===== src/rtl/hyperbus_arbiter.sv =====
// rtl/hyperbus_arbiter.sv - round-robin burst arbiter/sequencer in front of a HyperBus leader controller
// Optional beat watchdog: define HYPERBUS_ARB_TIMEOUT_EN.
module hyperbus_arbiter #(
  parameter int WIDTH       = 8,
  parameter int ADDR_LENGTH = 32,
  parameter int NREQ        = 2,
  parameter int LEN_WIDTH   = 8,
  parameter int MAX_BEATS   = 16,
  parameter int GAP_CYCLES  = 4,
  parameter int TIMEOUT     = 64
) (
  input  logic                        clk,
  input  logic                        rst,
  input  logic [NREQ-1:0]             req_valid,
  input  logic [NREQ-1:0]             req_we,
  input  logic [NREQ-1:0]             req_reg,
  input  logic [NREQ*ADDR_LENGTH-1:0] req_adr,
  input  logic [NREQ*LEN_WIDTH-1:0]   req_len,
  output logic [NREQ-1:0]             req_ack,
  input  logic [NREQ*2*WIDTH-1:0]     req_wdat,
  input  logic [NREQ*(2*WIDTH/8)-1:0] req_wmask,
  output logic [NREQ-1:0]             req_wready,
  output logic [2*WIDTH-1:0]          req_rdat,
  output logic [NREQ-1:0]             req_rvalid,
  output logic [NREQ-1:0]             req_done,
  output logic [NREQ-1:0]             req_err,
  output logic [ADDR_LENGTH-1:0]      hb_adr,
  output logic                        hb_reg_space,
  output logic                        hb_wrq,
  output logic                        hb_rrq,
  output logic [2*WIDTH-1:0]          hb_dat,
  output logic [2*WIDTH/8-1:0]        hb_mask,
  input  logic                        hb_ready,
  input  logic [2*WIDTH-1:0]          hb_dat_i,
  input  logic                        hb_valid
);
  localparam int MW = 2*WIDTH/8;
  localparam int CW = $clog2(MAX_BEATS) + 1;
  localparam int PW = (NREQ > 1) ? $clog2(NREQ) : 1;
  localparam int GW = (GAP_CYCLES > 1) ? $clog2(GAP_CYCLES) : 1;

  typedef enum logic [1:0] {IDLE, ISSUE, XFER, GAP} state_t;
  state_t state, state_d;

  logic [PW-1:0]          rr_ptr, owner, grant_idx;
  logic                   grant_any;
  logic                   we_q, reg_q;
  logic [ADDR_LENGTH-1:0] adr_q;
  logic [LEN_WIDTH-1:0]   rem_q, len_g;
  logic [CW-1:0]          chunk_q, beat_q, chunk_c;
  logic [GW-1:0]          gap_q;
  logic                   beat, last_beat, abort, aborted, gap_end;

  // Descending scan so the closest index after rr_ptr is the one that sticks.
  always_comb begin
    grant_any = 1'b0;
    grant_idx = '0;
    for (int k = NREQ; k >= 1; k--) begin
      if (req_valid[(int'(rr_ptr) + k) % NREQ]) begin
        grant_any = 1'b1;
        grant_idx = PW'((int'(rr_ptr) + k) % NREQ);
      end
    end
  end

  assign len_g     = req_len[int'(grant_idx)*LEN_WIDTH +: LEN_WIDTH];
  assign chunk_c   = (rem_q > LEN_WIDTH'(MAX_BEATS)) ? CW'(MAX_BEATS) : CW'(rem_q);
  assign beat      = (state == XFER) && (we_q ? hb_ready : hb_valid);
  assign last_beat = beat && ((beat_q + 1'b1) == chunk_q);
  assign gap_end   = (state == GAP) && (gap_q == GW'(GAP_CYCLES - 1));

`ifdef HYPERBUS_ARB_TIMEOUT_EN
  localparam int WW = $clog2(TIMEOUT + 1);
  logic [WW-1:0] wd_q;
  logic          aborted_q;

  assign abort   = (state == XFER) && !beat && (wd_q == WW'(TIMEOUT - 1));
  assign aborted = aborted_q;

  always_ff @(posedge clk or posedge rst) begin
    if (rst) begin
      wd_q      <= '0;
      aborted_q <= 1'b0;
      req_err   <= '0;
    end else begin
      req_err <= '0;
      if (state == ISSUE)     wd_q <= '0;
      else if (state == XFER) wd_q <= beat ? '0 : wd_q + 1'b1;
      if (state == IDLE) aborted_q <= 1'b0;
      else if (abort) begin
        aborted_q      <= 1'b1;
        req_err[owner] <= 1'b1;
      end
    end
  end
`else
  assign abort   = 1'b0;
  assign aborted = 1'b0;
  assign req_err = '0;
`endif

  always_comb begin
    state_d    = state;
    hb_dat     = '0;
    hb_mask    = '0;
    req_wready = '0;
    req_rvalid = '0;
    req_rdat   = '0;
    case (state)
      IDLE:    if (grant_any) state_d = ISSUE;
      ISSUE:   state_d = XFER;
      XFER:    if (last_beat || abort) state_d = GAP;
      GAP:     if (gap_end) state_d = (rem_q != '0 && !aborted) ? ISSUE : IDLE;
      default: state_d = IDLE;
    endcase
    if (state == XFER && we_q) begin
      hb_dat            = req_wdat[int'(owner)*2*WIDTH +: 2*WIDTH];
      hb_mask           = req_wmask[int'(owner)*MW +: MW];
      req_wready[owner] = beat;
    end else if (state != IDLE && we_q) begin
      // Controller may still pull a beat after the chunk: keep every byte masked.
      hb_mask = '1;
    end
    if (state == XFER && !we_q) begin
      req_rvalid[owner] = beat;
      if (beat) req_rdat = hb_dat_i;
    end
  end

  always_ff @(posedge clk or posedge rst) begin
    if (rst) begin
      state        <= IDLE;
      rr_ptr       <= PW'(NREQ - 1);
      owner        <= '0;
      we_q         <= 1'b0;
      reg_q        <= 1'b0;
      adr_q        <= '0;
      rem_q        <= '0;
      chunk_q      <= '0;
      beat_q       <= '0;
      gap_q        <= '0;
      hb_adr       <= '0;
      hb_reg_space <= 1'b0;
      hb_wrq       <= 1'b0;
      hb_rrq       <= 1'b0;
      req_ack      <= '0;
      req_done     <= '0;
    end else begin
      state    <= state_d;
      req_ack  <= '0;
      req_done <= '0;
      case (state)
        IDLE: if (grant_any) begin
          owner              <= grant_idx;
          rr_ptr             <= grant_idx;
          we_q               <= req_we[grant_idx];
          reg_q              <= req_reg[grant_idx];
          adr_q              <= req_adr[int'(grant_idx)*ADDR_LENGTH +: ADDR_LENGTH];
          rem_q              <= (len_g == '0) ? LEN_WIDTH'(1) : len_g;
          req_ack[grant_idx] <= 1'b1;
        end
        ISSUE: begin
          chunk_q      <= chunk_c;
          beat_q       <= '0;
          hb_adr       <= adr_q;
          hb_reg_space <= reg_q;
          hb_wrq       <= we_q;
          hb_rrq       <= !we_q;
        end
        XFER: begin
          if (beat) beat_q <= beat_q + 1'b1;
          if (last_beat || abort) begin
            hb_wrq <= 1'b0;
            hb_rrq <= 1'b0;
            gap_q  <= '0;
          end
          if (last_beat) begin
            rem_q <= rem_q - LEN_WIDTH'(chunk_q);
            adr_q <= adr_q + ADDR_LENGTH'(chunk_q);
          end
          if (abort) req_done[owner] <= 1'b1;
        end
        GAP: begin
          gap_q <= gap_q + 1'b1;
          if (gap_end && rem_q == '0 && !aborted) req_done[owner] <= 1'b1;
        end
        default: ;
      endcase
    end
  end
endmodule


===== config.mk =====
export PLATFORM = sky130hd
export DESIGN_NAME = hyperbus_arbiter
export DESIGN_NICKNAME = d
export VERILOG_FILES = /design/src/rtl/hyperbus_arbiter.sv
export SDC_FILE = /design/constraint.sdc
export NUM_CORES = 1
export LEC_CHECK = 0
export CAP_MARGIN = 10
export CELL_PAD_IN_SITES_DETAIL_PLACEMENT = 2
export CELL_PAD_IN_SITES_GLOBAL_PLACEMENT = 2
export CORE_ASPECT_RATIO = 1.1
export CORE_UTILIZATION = 26
export DETAILED_ROUTE_END_ITERATION = 16
export PLACE_DENSITY_LB_ADDON = 0.1
export SLEW_MARGIN = 20
export SYNTH_ARGS = -nofsm -noshare
export SYNTH_HDL_FRONTEND = slang
export SYNTH_SLANG_ARGS = --single-unit

===== constraint.sdc =====
create_clock -name clk -period 3.9 [get_ports clk]
set_input_delay 0.39 -clock clk [delete_from_list [all_inputs] [get_ports clk]]
set_output_delay 0.39 -clock clk [all_outputs]
set_load 0.02 [all_outputs]

==> results.txt <==
- Outcome: completed
- Number of cells on the worst hold path: 2
- Hold path startpoint: reg_q
- In this run the critical register-to-register path is captured at adr_q[8].
- The sequential cells in the finished layout cover a total of about 2400 µm².
- Total Wirelength: 23200 µm
- The cell family contributing the most delay on the critical path is simple AND/OR/NAND/NOR gates.
- The worst hold path terminates at reg_q.
- Die area: 23900 µm²
- Detailed placement ended at an HPWL of 17800 µm.
- Routability-driven placement finished with a final weighted congestion of 0.784.
- Clock tree from TritonCTS: yes
* Slew of the pin with the lowest slew margin: 1.04 ns
- Most common cell after layout, fill and taps aside: sky130_fd_sc_hd__clkdlybuf4s50_1
* Max cap viols: 0
- For this run, the total global-route usage over all layers was measured as 0.196.
- The tightest min-delay check is of the reg -> reg type.
- Number of failing hold endpoints at the final stage: 0
- The worst pin sits at a relative slew slack of 0.307.
- Data required time of the critical path: 3.51 ns
- Across the VDD grid, the largest voltage drop is 0.271 mV.
* Y dimension of the die: around 160 µm
- The count of final max-slew check failures is 0.
- Width of the die: between 100 and 150 µm
- Element type at the critical path start: flop
* Pre-antenna DRT Iters: 4
- Number of hold-repair buffers added at the cts stage: 0
- Crit path arrival time: 2.97 ns
- Pin count of the biggest net entering global routing: 84
- Setup repair after global routing left no endpoint under its margin.
* Final setup fails: 0
* Floorplan core area: 22900 µm²
- Tracing the worst setup path back leads to its startpoint at state[0].
* Utilization after layout: 0.385
- Power spread over the standard cell area amounts to 718 nW/µm².
- Of the synthesized area, sequential elements account for 0.401.
- The analysis attributes to cell leakage a power of 0.00357 µW.
- Routed length per instance: between 15 and 20 µm
- Maximum clock insertion buffer count: 2
- Layout cell share with drive strength beyond 1: 0.0868
- Measured in cells, the most critical reg-to-reg path has a length of 8.
* Net count, final: 1054
* Worst Path Buf+Inv: 2
- I/O pin count: 221
- The number of antenna violations at the first check in global routing came to 0.
- Total CTS buffers: 9
* Number of vias after detailed routing: a little over 6000
- The H-tree was split into 3 levels.
- Clock insertion delay at the later pin of the skew report: 0.36 ns
- Count of inserted antenna diode cells: 0
- The Yosys step of the flow raised 0 warnings.
* Clock Sinks: 97
- Async SR Flop Fraction: 1.00
* Gr ovfl total: 0
- Tmin final: ~3.4 ns
- Buffers placed on the I/O ports in this run total 218.
- Filler instances: 2514
- In the finished design, the share of the clock period the worst path needs comes to 0.861.
* Skew final: 0.0112 ns
- Worst Path Max Fanout: 24
- Cell area after synthesis: approximately 6000 µm²
- Post-CTS timing repair inserted 0 buffers for setup.
* Number of library cell types mapped by synthesis: 56
- Leaving out fill and tap cells, the most frequent cells in the layout are 218 x sky130_fd_sc_hd__clkdlybuf4s50_1, 96 x sky130_fd_sc_hd__dfrtp_1, 88 x sky130_fd_sc_hd__nand2_1.
- Post-synth EDFFs: 0
- The initial utilization of the core area, before any placement, comes to 0.265.
- Total power consumption of the routed design: ~6300 µW
- In this run the mean area of a mapped cell was 8.72 µm².
* First-pass GRT wire length: around 36000 µm
- CP max stage cell: sky130_fd_sc_hd__clkdlybuf4s50_1
* 1st-iter DRT viols: slightly below 200
- Post-CTS repair changed the size of 0 cells.
* Critical Path, Cell by Cell: inv_1, ha_2, nand2_1, nor2_1, and2_1, clkdlybuf4s50_1
* Final routed DRC violation total: 0
- After clock tree synthesis, the clock-pin slew on the worst setup and hold paths is 0.07 ns.
- Slowest Stage Delay on Critical Path: approximately 0.6 ns
- Layout overhead on the synthesized area: 45.3%
* Vias in the first global route: 6684
- Most used flip-flop cell after synthesis: sky130_fd_sc_hd__dfrtp_1
* Instance count of the mapped netlist: roughly 690
- In the routed layout, each cell is associated on average with a via count of 5.09.
* Category of the worst setup path capture point: output port
- The worst setup path is of the reg -> out kind.
* FMAX: 298 MHz
- FF-to-FF setup slack: 0.92 ns
- The count of nets left with antenna violations once routing finished came out at 0.
- Placement row count: 58
* Area of the multi-input gates: 3340 µm²
* Reg-to-reg startpoint: state[0]
- Root Buffer: sky130_fd_sc_hd__clkbuf_16
* Number of synthesized register bits: 97
- Adding up every negative setup slack in the final design gives 0 ns.
[flip-flops by register name, summed over array words and instances (netlist names), 2 cells and up]
name / flops
rem_q: 8
adr_q: 32
state: 2
chunk_q: 5
hb_adr: 32
beat_q: 5
req_ack: 2
gap_q: 2
req_done: 2
[cells by family after synthesis]
| family | Yosys count | share of synthesized area |
|---|---|---|
| fa+ha+maj | 18 | 0.0397 |
| other cells | 1 | 0.000620 |
| mux | 73 | 0.129 |
| compound gates | 157 | 0.158 |
| buf+inv | 68 | 0.0482 |
| flops | 97 | 0.401 |
| simple gates | 265 | 0.201 |
| xor+xnor | 15 | 0.0217 |
[worst register-to-register path, stage by stage, from the launching register on]
cell	delay (ns)
sky130_fd_sc_hd__dfrtp_1	0.43
sky130_fd_sc_hd__inv_1	0.10
sky130_fd_sc_hd__ha_2	0.50
sky130_fd_sc_hd__nand4_1	0.16
sky130_fd_sc_hd__or4_4	0.53
sky130_fd_sc_hd__o21ai_4	0.59
sky130_fd_sc_hd__buf_4	0.36
sky130_fd_sc_hd__a21oi_1	0.11
sky130_fd_sc_hd__a21oi_1	0.13
[metrics by stage]
stage	std cells	setup slack, ns	hold WS [ns]	cell area [µm²]
finish	1199	0.542	0.499	8790
global route	1199	0.288	0.523	8790
CTS	1199	0.460	0.516	8790
detailed placement	1183	0.869	0.500	8510
global placement	1183	1.00	0.466	8510
floorplan	695	0.978	0.444	6050
[cell type report]
cell class / count / area share
Multi-Input combinational cell: 530 / 0.380
Sequential cell: 97 / 0.276
Timing Repair Buffer: 229 / 0.258
Tap cell: 300 / 0.0427
Clock buffer: 12 / 0.0280
Inverter: 27 / 0.0121
Clock inverter: 4 / 0.00342
[worst max-delay path by stage]
stage                  endpoint  slack (ns)  depth (start not counted)
detailed placement  req_rdat[7]        0.87                          6
floorplan              adr_q[0]        0.98                          1
CTS                 req_rdat[7]        0.46                          6
global placement    req_rdat[4]        1.00                          6
global route        req_rdat[7]        0.29                          6
finish              req_rdat[7]        0.54                          6
[where the power goes]
group | switching, µW | internal [µW] | leakage, µW
clock | 413 | 453 | 0.000133
combinational | 1960 | 1550 | 0.00227
sequential | 481 | 1460 | 0.00117
[per-layer routing]
layer	routed length [µm]	track usage	part of all wire
met1	9980	0.232	0.43
met2	11900	0.360	0.51
met3	1070	0.0323	0.046
met4	318	0.0567	0.014
met5	0	0	0
[synth_stat cells, types with 2 or more instances]
library cell | number | area (µm²)
sky130_fd_sc_hd__dfrtp_1 | 96 | 2400
sky130_fd_sc_hd__nand2_1 | 89 | 334
sky130_fd_sc_hd__nor2_1 | 63 | 236
sky130_fd_sc_hd__a21oi_1 | 52 | 260
sky130_fd_sc_hd__nand3_1 | 46 | 230
sky130_fd_sc_hd__o21ai_0 | 46 | 230
sky130_fd_sc_hd__mux2_2 | 41 | 462
sky130_fd_sc_hd__mux2i_1 | 32 | 320
sky130_fd_sc_hd__inv_1 | 27 | 101
sky130_fd_sc_hd__clkbuf_1 | 25 | 93.8
sky130_fd_sc_hd__and2_1 | 19 | 119
sky130_fd_sc_hd__ha_1 | 16 | 200
sky130_fd_sc_hd__nor3_1 | 12 | 60.1
sky130_fd_sc_hd__nor4_1 | 11 | 68.8
sky130_fd_sc_hd__o31ai_1 | 11 | 82.6
sky130_fd_sc_hd__o22ai_1 | 8 | 50.1
sky130_fd_sc_hd__xor2_1 | 8 | 70.1
sky130_fd_sc_hd__xnor2_1 | 7 | 61.3
sky130_fd_sc_hd__a211oi_1 | 6 | 45.0
sky130_fd_sc_hd__buf_1 | 6 | 22.5
sky130_fd_sc_hd__nand4_1 | 6 | 37.5
sky130_fd_sc_hd__a21o_1 | 5 | 37.5
sky130_fd_sc_hd__buf_2 | 5 | 25.0
sky130_fd_sc_hd__and3_1 | 4 | 25.0
sky130_fd_sc_hd__nand2b_1 | 4 | 25.0
sky130_fd_sc_hd__a31oi_1 | 3 | 18.8
sky130_fd_sc_hd__buf_6 | 3 | 33.8
sky130_fd_sc_hd__o211ai_1 | 3 | 22.5
sky130_fd_sc_hd__o32ai_1 | 3 | 26.3
sky130_fd_sc_hd__or3_1 | 3 | 18.8
sky130_fd_sc_hd__a32o_1 | 2 | 20.0
sky130_fd_sc_hd__buf_4 | 2 | 15.0
sky130_fd_sc_hd__fa_1 | 2 | 40.0
sky130_fd_sc_hd__o2111ai_1 | 2 | 17.5
sky130_fd_sc_hd__o21a_1 | 2 | 15.0
sky130_fd_sc_hd__o22a_1 | 2 | 17.5
sky130_fd_sc_hd__o41ai_1 | 2 | 17.5
sky130_fd_sc_hd__or2_2 | 2 | 12.5
Power figures use the tool's default switching activity.
